### config.mk
export PLATFORM = sky130hd
export DESIGN_NAME = word_uart_tx
export DESIGN_NICKNAME = d
export VERILOG_FILES = /design/src/rtl/word_uart_tx.sv
export SDC_FILE = /design/constraint.sdc
export NUM_CORES = 1
export LEC_CHECK = 0
export BUFFER_PORTS_ARGS = -buffer_cell sky130_fd_sc_hd__buf_2
export CAP_MARGIN = 10
export CELL_PAD_IN_SITES_DETAIL_PLACEMENT = 1
export CELL_PAD_IN_SITES_GLOBAL_PLACEMENT = 1
export CORE_ASPECT_RATIO = 0.5
export CORE_UTILIZATION = 35
export DETAILED_ROUTE_END_ITERATION = 8
export PLACE_DENSITY_LB_ADDON = 0.2
export SYNTH_ARGS = -nofsm -noshare
export SYNTH_HDL_FRONTEND = slang
export SYNTH_SLANG_ARGS = --single-unit
### constraint.sdc
create_clock -name clk -period 3.9 [get_ports clk]
set_clock_uncertainty 0.2 [all_clocks]
set_input_delay 0.78 -clock clk [delete_from_list [all_inputs] [get_ports clk]]
set_output_delay 0.78 -clock clk [all_outputs]
set_load 0.02 [all_outputs]
### src/rtl/word_uart_tx.sv
// word_uart_tx: 8N1 LSB-first word framer/transmitter (STX, letters, XOR sum).
// clk/Rst(sync, high); send+word_in request; tx line, busy, done pulse.
module word_uart_tx #(
  parameter int CLKS_PER_BIT = 1250,
  parameter int NUM_CHARS    = 5
) (
  input  logic                   clk,
  input  logic                   Rst,
  input  logic                   send,
  input  logic [8*NUM_CHARS-1:0] word_in,
  output logic                   tx,
  output logic                   busy,
  output logic                   done
);

  localparam int CW = (CLKS_PER_BIT > 1) ?
                      $clog2(CLKS_PER_BIT) : 1;
  localparam int NB = NUM_CHARS + 2;
  localparam int BW = $clog2(NB);
  localparam logic [CW-1:0] LAST_CNT = CW'(CLKS_PER_BIT - 1);
  localparam logic [BW-1:0] LAST_BYTE = BW'(NB - 1);

  typedef enum logic [1:0] {
    IDLE,
    START,
    DATA,
    STOP
  } state_t;

  state_t                 state_q, state_n;
  logic [CW-1:0]          baud_q, baud_n;
  logic [2:0]             bit_q, bit_n;
  logic [BW-1:0]          byte_q, byte_n;
  logic [8*NUM_CHARS-1:0] word_q;
  logic [7:0]             frame_b [NB];
  logic [7:0]             csum;
  logic [7:0]             cur_byte;
  logic                   bit_end;
  logic                   tx_d, busy_d, done_d;

  // Frame byte table built from the latched word.
  always_comb begin
    csum = '0;
    frame_b[0] = 8'h02;
    for (int i = 0; i < NUM_CHARS; i++) begin
      frame_b[i+1] = word_q[8*(NUM_CHARS-i)-1 -: 8];
      csum = csum ^ word_q[8*(NUM_CHARS-i)-1 -: 8];
    end
    frame_b[NB-1] = csum;
  end

  assign bit_end  = (baud_q == LAST_CNT);
  assign cur_byte = frame_b[byte_n];

  // State and output registers.
  always_ff @(posedge clk) begin
    if (Rst) begin
      state_q <= IDLE;
      baud_q  <= '0;
      bit_q   <= '0;
      byte_q  <= '0;
      word_q  <= '0;
      tx      <= 1'b1;
      busy    <= 1'b0;
      done    <= 1'b0;
    end else begin
      state_q <= state_n;
      baud_q  <= baud_n;
      bit_q   <= bit_n;
      byte_q  <= byte_n;
      if (state_q == IDLE && send)
        word_q <= word_in;
      tx      <= tx_d;
      busy    <= busy_d;
      done    <= done_d;
    end
  end

  // Next-state and counter logic.
  always_comb begin
    state_n = state_q;
    baud_n  = baud_q;
    bit_n   = bit_q;
    byte_n  = byte_q;
    unique case (state_q)
      IDLE: begin
        if (send) begin
          state_n = START;
          baud_n  = '0;
          bit_n   = '0;
          byte_n  = '0;
        end
      end
      START: begin
        if (bit_end) begin
          state_n = DATA;
          baud_n  = '0;
          bit_n   = '0;
        end else begin
          baud_n = baud_q + 1'b1;
        end
      end
      DATA: begin
        if (bit_end) begin
          baud_n = '0;
          if (bit_q == 3'd7)
            state_n = STOP;
          else
            bit_n = bit_q + 1'b1;
        end else begin
          baud_n = baud_q + 1'b1;
        end
      end
      STOP: begin
        if (bit_end) begin
          baud_n = '0;
          if (byte_q < LAST_BYTE) begin
            byte_n  = byte_q + 1'b1;
            state_n = START;
          end else begin
            byte_n  = '0;
            state_n = IDLE;
          end
        end else begin
          baud_n = baud_q + 1'b1;
        end
      end
      default: state_n = IDLE;
    endcase
  end

  // Outputs decoded from the next state, then registered.
  always_comb begin
    tx_d   = 1'b1;
    busy_d = (state_n != IDLE);
    done_d = (state_q == STOP) && (state_n == IDLE);
    unique case (state_n)
      START:   tx_d = 1'b0;
      DATA:    tx_d = cur_byte[bit_n];
      default: tx_d = 1'b1;
    endcase
  end

endmodule

After elaboration in Yosys (flattened, before gate mapping)
Cells that the tools add are included.

storage, ports and cells
  register bits after elaboration = 62
  input bits = 43
  output and inout bits = 3
  word-level logic and storage cells = 58

operators by class
  add/subtract/negate cells = 3
  $lt $le $gt $ge = 3
  eq/ne operators = 8
  multiplexer cells = 25
  bitwise logic cells = 5
  reductions and logical operators = 6

operators with widths
  kind                   count
  $xor 8x8->8            4
  $bmux 8 s3             1
  $mux 11                2
  $pmux 11 s2            1
  $mux 3                 7
  $mux 8                 2
  $add 11x1->11 const B  1
  $eq 11x11->1 const B   1
  $mux 2                 5
  $pmux 3 s3             1
  $pmux 2 s4             1
  $add 3x1->3 const B    2
  $eq 2x2->1 const B     3
  $pmux 3 s2             1
  $eq 2x1->1 const B     2
  $ge 4x4->1 const B     1
  $logic_not 2->1        2
  $lt 3x4->1 const B     1
  $not 3->4              1
  $bmux 1 s3             1
  $eq 3x3->1 const B     1
  $lt 3x3->1 const B     1
  $reduce_or 3->1        1
  $logic_and 1x1->1      2
  other kinds (4)        5

Depth between registers and ports, before layout
  depth after elaboration = 11
  depth in mapped cells = 14
  gate-level depth less buffers = 11

Least setup slack after synthesis
Ideal clock, no wire load.

  kind = register to register
  from = register state_q[0]
  to = register tx
  setup time = 126 ps
  arrival = 2637 ps
  required time = 3574 ps
  path slack = 937 ps
  stages on the path, launching flop included = 13
  path buffers = 1
  period minus slack after synthesis = 2963 ps
  cells stage by stage = dfxtp_1 inv_1 ha_1 nor2b_1 a311oi_2 o21ai_4 a21o_1 buf_6 mux4_2 a221oi_2 a21oi_1 a311oi_1 a31oi_1

between the ends
  cells in the longest elaborated chain, start to end = 9
  elaborated cells on any way between the ends = 21
  classes of those cells = 5 x eq/ne; 14 x mux; 1 x bitwise; 1 x reduce/logical

ends and longest elaborated chain
  what                                                  RTL line  source
  from (decl)                                           30        state_t state_q, state_n;
  from (signal assigned)                                67        state_q <= state_n;
  $eq 2x2->1 / $logic_not 2->1 (equally long branches)  85        unique case (state_q)
  $pmux 3 s2                                            85
  $not 3->4 (implied by the code)                       53        assign cur_byte = frame_b[byte_n];
  $bmux 8 s3                                            53
  $mux 8 (implied by the code) (2 in a row)             53
  $bmux 1 s3                                            139       DATA: tx_d = cur_byte[bit_n];
  $mux 1 (implied by the code)                          139
  $pmux 1 s2 *                                          137       unique case (state_n)
  to (signal assigned)                                  73        tx <= tx_d;
  to (decl)                                             11        output logic tx,

Every way passes the cells marked *; elsewhere a longest branch is shown, timed or not. The select of a mux whose other input is x is not followed.
A chain may end at the register's enable or synchronous reset.

Worst setup path after layout
Same ends and word-level chain as after synthesis.

==> impl_metrics.json <==
{
  "path_clk_slew_ns": 0.05,
  "syn-instance-count": 421,
  "grt_first_pass_wirelength_um": 15310,
  "synth_edf_count": 0,
  "hold_violations": 0,
  "rows": 24,
  "synth_xor_xnor_area_share_pct": 10.70,
  "start_kind": "register",
  "yosys.area.top_type": "dfxtp_1",
  "status": "complete, no violations",
  "grt_antenna_before_repair": 0,
  "tightest_slew_ns": 0.7992,
  "p_seq_share_pct": 33.8,
  "ctsResizeCount": 0,
  "timing.final.crit_share_pct": 86.55,
  "grt-ovfl-total": 0,
  "via_per_inst": 5.075,
  "cp_max_fo": 9,
  "fin_crit_ns": 3.376,
  "switching_share_pct": 35.43,
  "grt_start_max_net_pins": 41,
  "diodes": 0,
  "clkLatencyLatePin_ns": 0.33,
  "rsz0062_at_grt": "false",
  "die_h_um": 71.24,
  "root_buffer": "clkbuf_16",
  "drtAntennaViolNets": 0,
  "yosysWarningCount": 0,
  "p_sw_uw": 875.4,
  "cp-end-kind": "register",
  "fp.dieArea_um2": 10010,
  "route.detailed.drc": 0,
  "htreeDepth": 3,
  "maxCapViolations": 0,
  "place.gp.congestion": 0.8247,
  "netlist_area_um2": 3356,
  "tns_ns": 0,
  "yosysSeqAreaShare_pct": 36.99,
  "synthAdderAreaFrac_pct": 3.356,
  "cts_buffer_depth": 2,
  "post-synth-top-count-cell": "nand2_1",
  "layout.cells.non_filler": 586,
  "drt_wl_total_um": 9127,
  "start_util_pct": 37.25,
  "dpl.hpwl_um": 6677,
  "syn_nets": 473,
  "final_cell_area_um2": 4009,
  "maxSlewHeadroom_pct": 46.27,
  "p_comb_share_pct": 32.8,
  "die_w_um": 140.5,
  "cts_tree": "yes",
  "nets": 517,
  "track_usage_pct": 20.02,
  "synth_simple_gate_area_share_pct": 23.45,
  "cts.sinks": 62,
  "crit_slowest_cell": "mux4_2",
  "drtIter0Drc": 127,
  "portBuffers": 45,
  "core_um2": 9009,
  "crit_type": "register to register",
  "first_global_vias": 3000,
  "synth_top_cell_area_share_pct": 36.99,
  "cp_cell_sequence": "inv_1 -> ha_1 -> nor2b_1 -> buf_4 -> a311oi_2 -> o21ai_4 -> a21o_1 -> mux4_2 -> a221oi_2 -> a21oi_1 -> a311oi_1 -> a31oi_1",
  "clock.fmax_mhz": 296.2,
  "async_reset_ff_share_pct": 0,
  "synth_mux_area_share_pct": 2.871,
  "numCtsBuffers": 9,
  "placed_area_um2": 3700,
  "synth_compound_area_share_pct": 19.02,
  "drt_first_pass_iters": 4,
  "finalMaxSlewViolations": 0,
  "p_clk_share_pct": 33.4,
  "finalSetupViolCount": 0,
  "dr_total_vias": 2974,
  "postCtsSetupBuffers": 0,
  "layout-drive-gt1-share_pct": 17.06,
  "critPathMaxStageDelay_ns": 0.48,
  "area_growth_pct": 19.46,
  "synth_area_leaders": "dfxtp_1, nand2_1, xnor2_1",
  "cp.arrival_ns": 3.39,
  "intPower_uw": 1595,
  "ios": 46,
  "ys_seq_elements": 62,
  "dpl.cell_count": 571,
  "ys.flop_type": "dfxtp_1",
  "synth_top_family_by_area": "simple AND/OR/NAND/NOR gates",
  "hold_class": "register to register",
  "wl_per_cell_um": 15.58,
  "synth_commonest_cells": "nand2_1, dfxtp_1, a21oi_1, xnor2_1, nor2_1",
  "worstPathRequired_ns": 3.91,
  "synth_area_per_cell_um2": 7.971,
  "leakagePower_uw": 0.001578,
  "ctsHoldBuffers": 0,
  "ir_drop_mv": 0.2207,
  "p_per_area_nw_per_um2": 616.3,
  "synthDistinctLibCells": 55
}
-- worst paths after layout --
check                                               end  slack (ns)  cells after the start                     from
worst max-delay path                      tx$_SDFF_PP1_        0.52                     12    state_q[0]$_SDFF_PP0_
worst min-delay path            word_q[15]$_SDFFE_PP0P_        0.27                      2  word_q[15]$_SDFFE_PP0P_
worst max register to register            tx$_SDFF_PP1_        0.52                     12    state_q[0]$_SDFF_PP0_
worst min register to register  word_q[15]$_SDFFE_PP0P_        0.27                      2  word_q[15]$_SDFFE_PP0P_
-- cell families after synthesis --
kind of cell    Yosys count
buf+inv                  27
mux                       7
fa+ha+maj                 9
flops                    62
compound gates          101
simple gates            174
xor+xnor                 41
-- per-stage QoR --
step / worst slack (ns) / util [%] / power [uW] / hold slack, ns
finish: 0.5244 / 44.50 / 2471 / 0.2702
global route: 0.2582 / 44.50 / 2635 / 0.2950
CTS: 0.5453 / 44.50 / 2499 / 0.2738
detailed placement: 0.5586 / 41.07 / 1663 / 0.2659
global placement: 0.6398 / 41.07 / 1647 / 0.2626
floorplan: 0.9371 / - / 1429 / 0.2481
-- layout make-up --
class	count	area [um^2]
inverter	5	18.77
multi-input combinational	332	1993
clock inverter	3	42.54
sequential	62	1241
timing repair buffer	55	300.3
clock buffer	12	266.5
tap	117	146.4
fill	1112	5000
-- layer usage --
| layer | GRT usage [%] | routed length [um] | part of all wire [%] | up-vias |
|---|---|---|---|---|
| met5 | 0 | 0 | 0 | - |
| met4 | 5.797 | 105 | 1.2 | 0 |
| met3 | 5.281 | 313 | 3.4 | 10 |
| met2 | 31.17 | 3878 | 42 | 49 |
| met1 | 27.48 | 4830 | 53 | 1377 |
| li1 | - | - | - | 1538 |
-- flip-flops by register name, summed over array words and instances, names as in the netlist --
name	flops
done	1
tx	1
byte_q	3
busy	1
word_q	40
baud_q	11
bit_q	3
state_q	2
-- power by group through the flow --
stage | combinational, uW | clock [uW] | sequential [uW]
floorplan | 604 | 0 | 825
global placement | 801 | 0 | 846
detailed placement | 814 | 0 | 849
CTS | 820 | 842 | 836
global route | 917 | 869 | 848
finish | 810 | 825 | 836
-- cells in the final DEF, fill, tap and decap left out, drive strengths merged, types with 4 or more instances in the layout --
cell type / count
buf: 55
nand2: 102
a221oi: 4
ha: 9
nand3: 9
xor2: 12
nor2: 27
a211oi: 5
and3: 5
nor2b: 5
a31oi: 6
clkbuf: 12
mux2i: 4
nor3: 6
a21oi: 50
nand2b: 5
dfxtp: 62
xnor2: 29
o21ai: 15
inv: 5
-- critical path: cells and delay by family (launching register included) --
family | cells | cell delay, ns
fa+ha+maj | 1 | 0.29
simple gates | 1 | 0.16
buf+inv | 2 | 0.28
mux | 1 | 0.48
compound gates | 7 | 1.41
flops | 1 | 0.44
(Power assumes the default switching activity.)
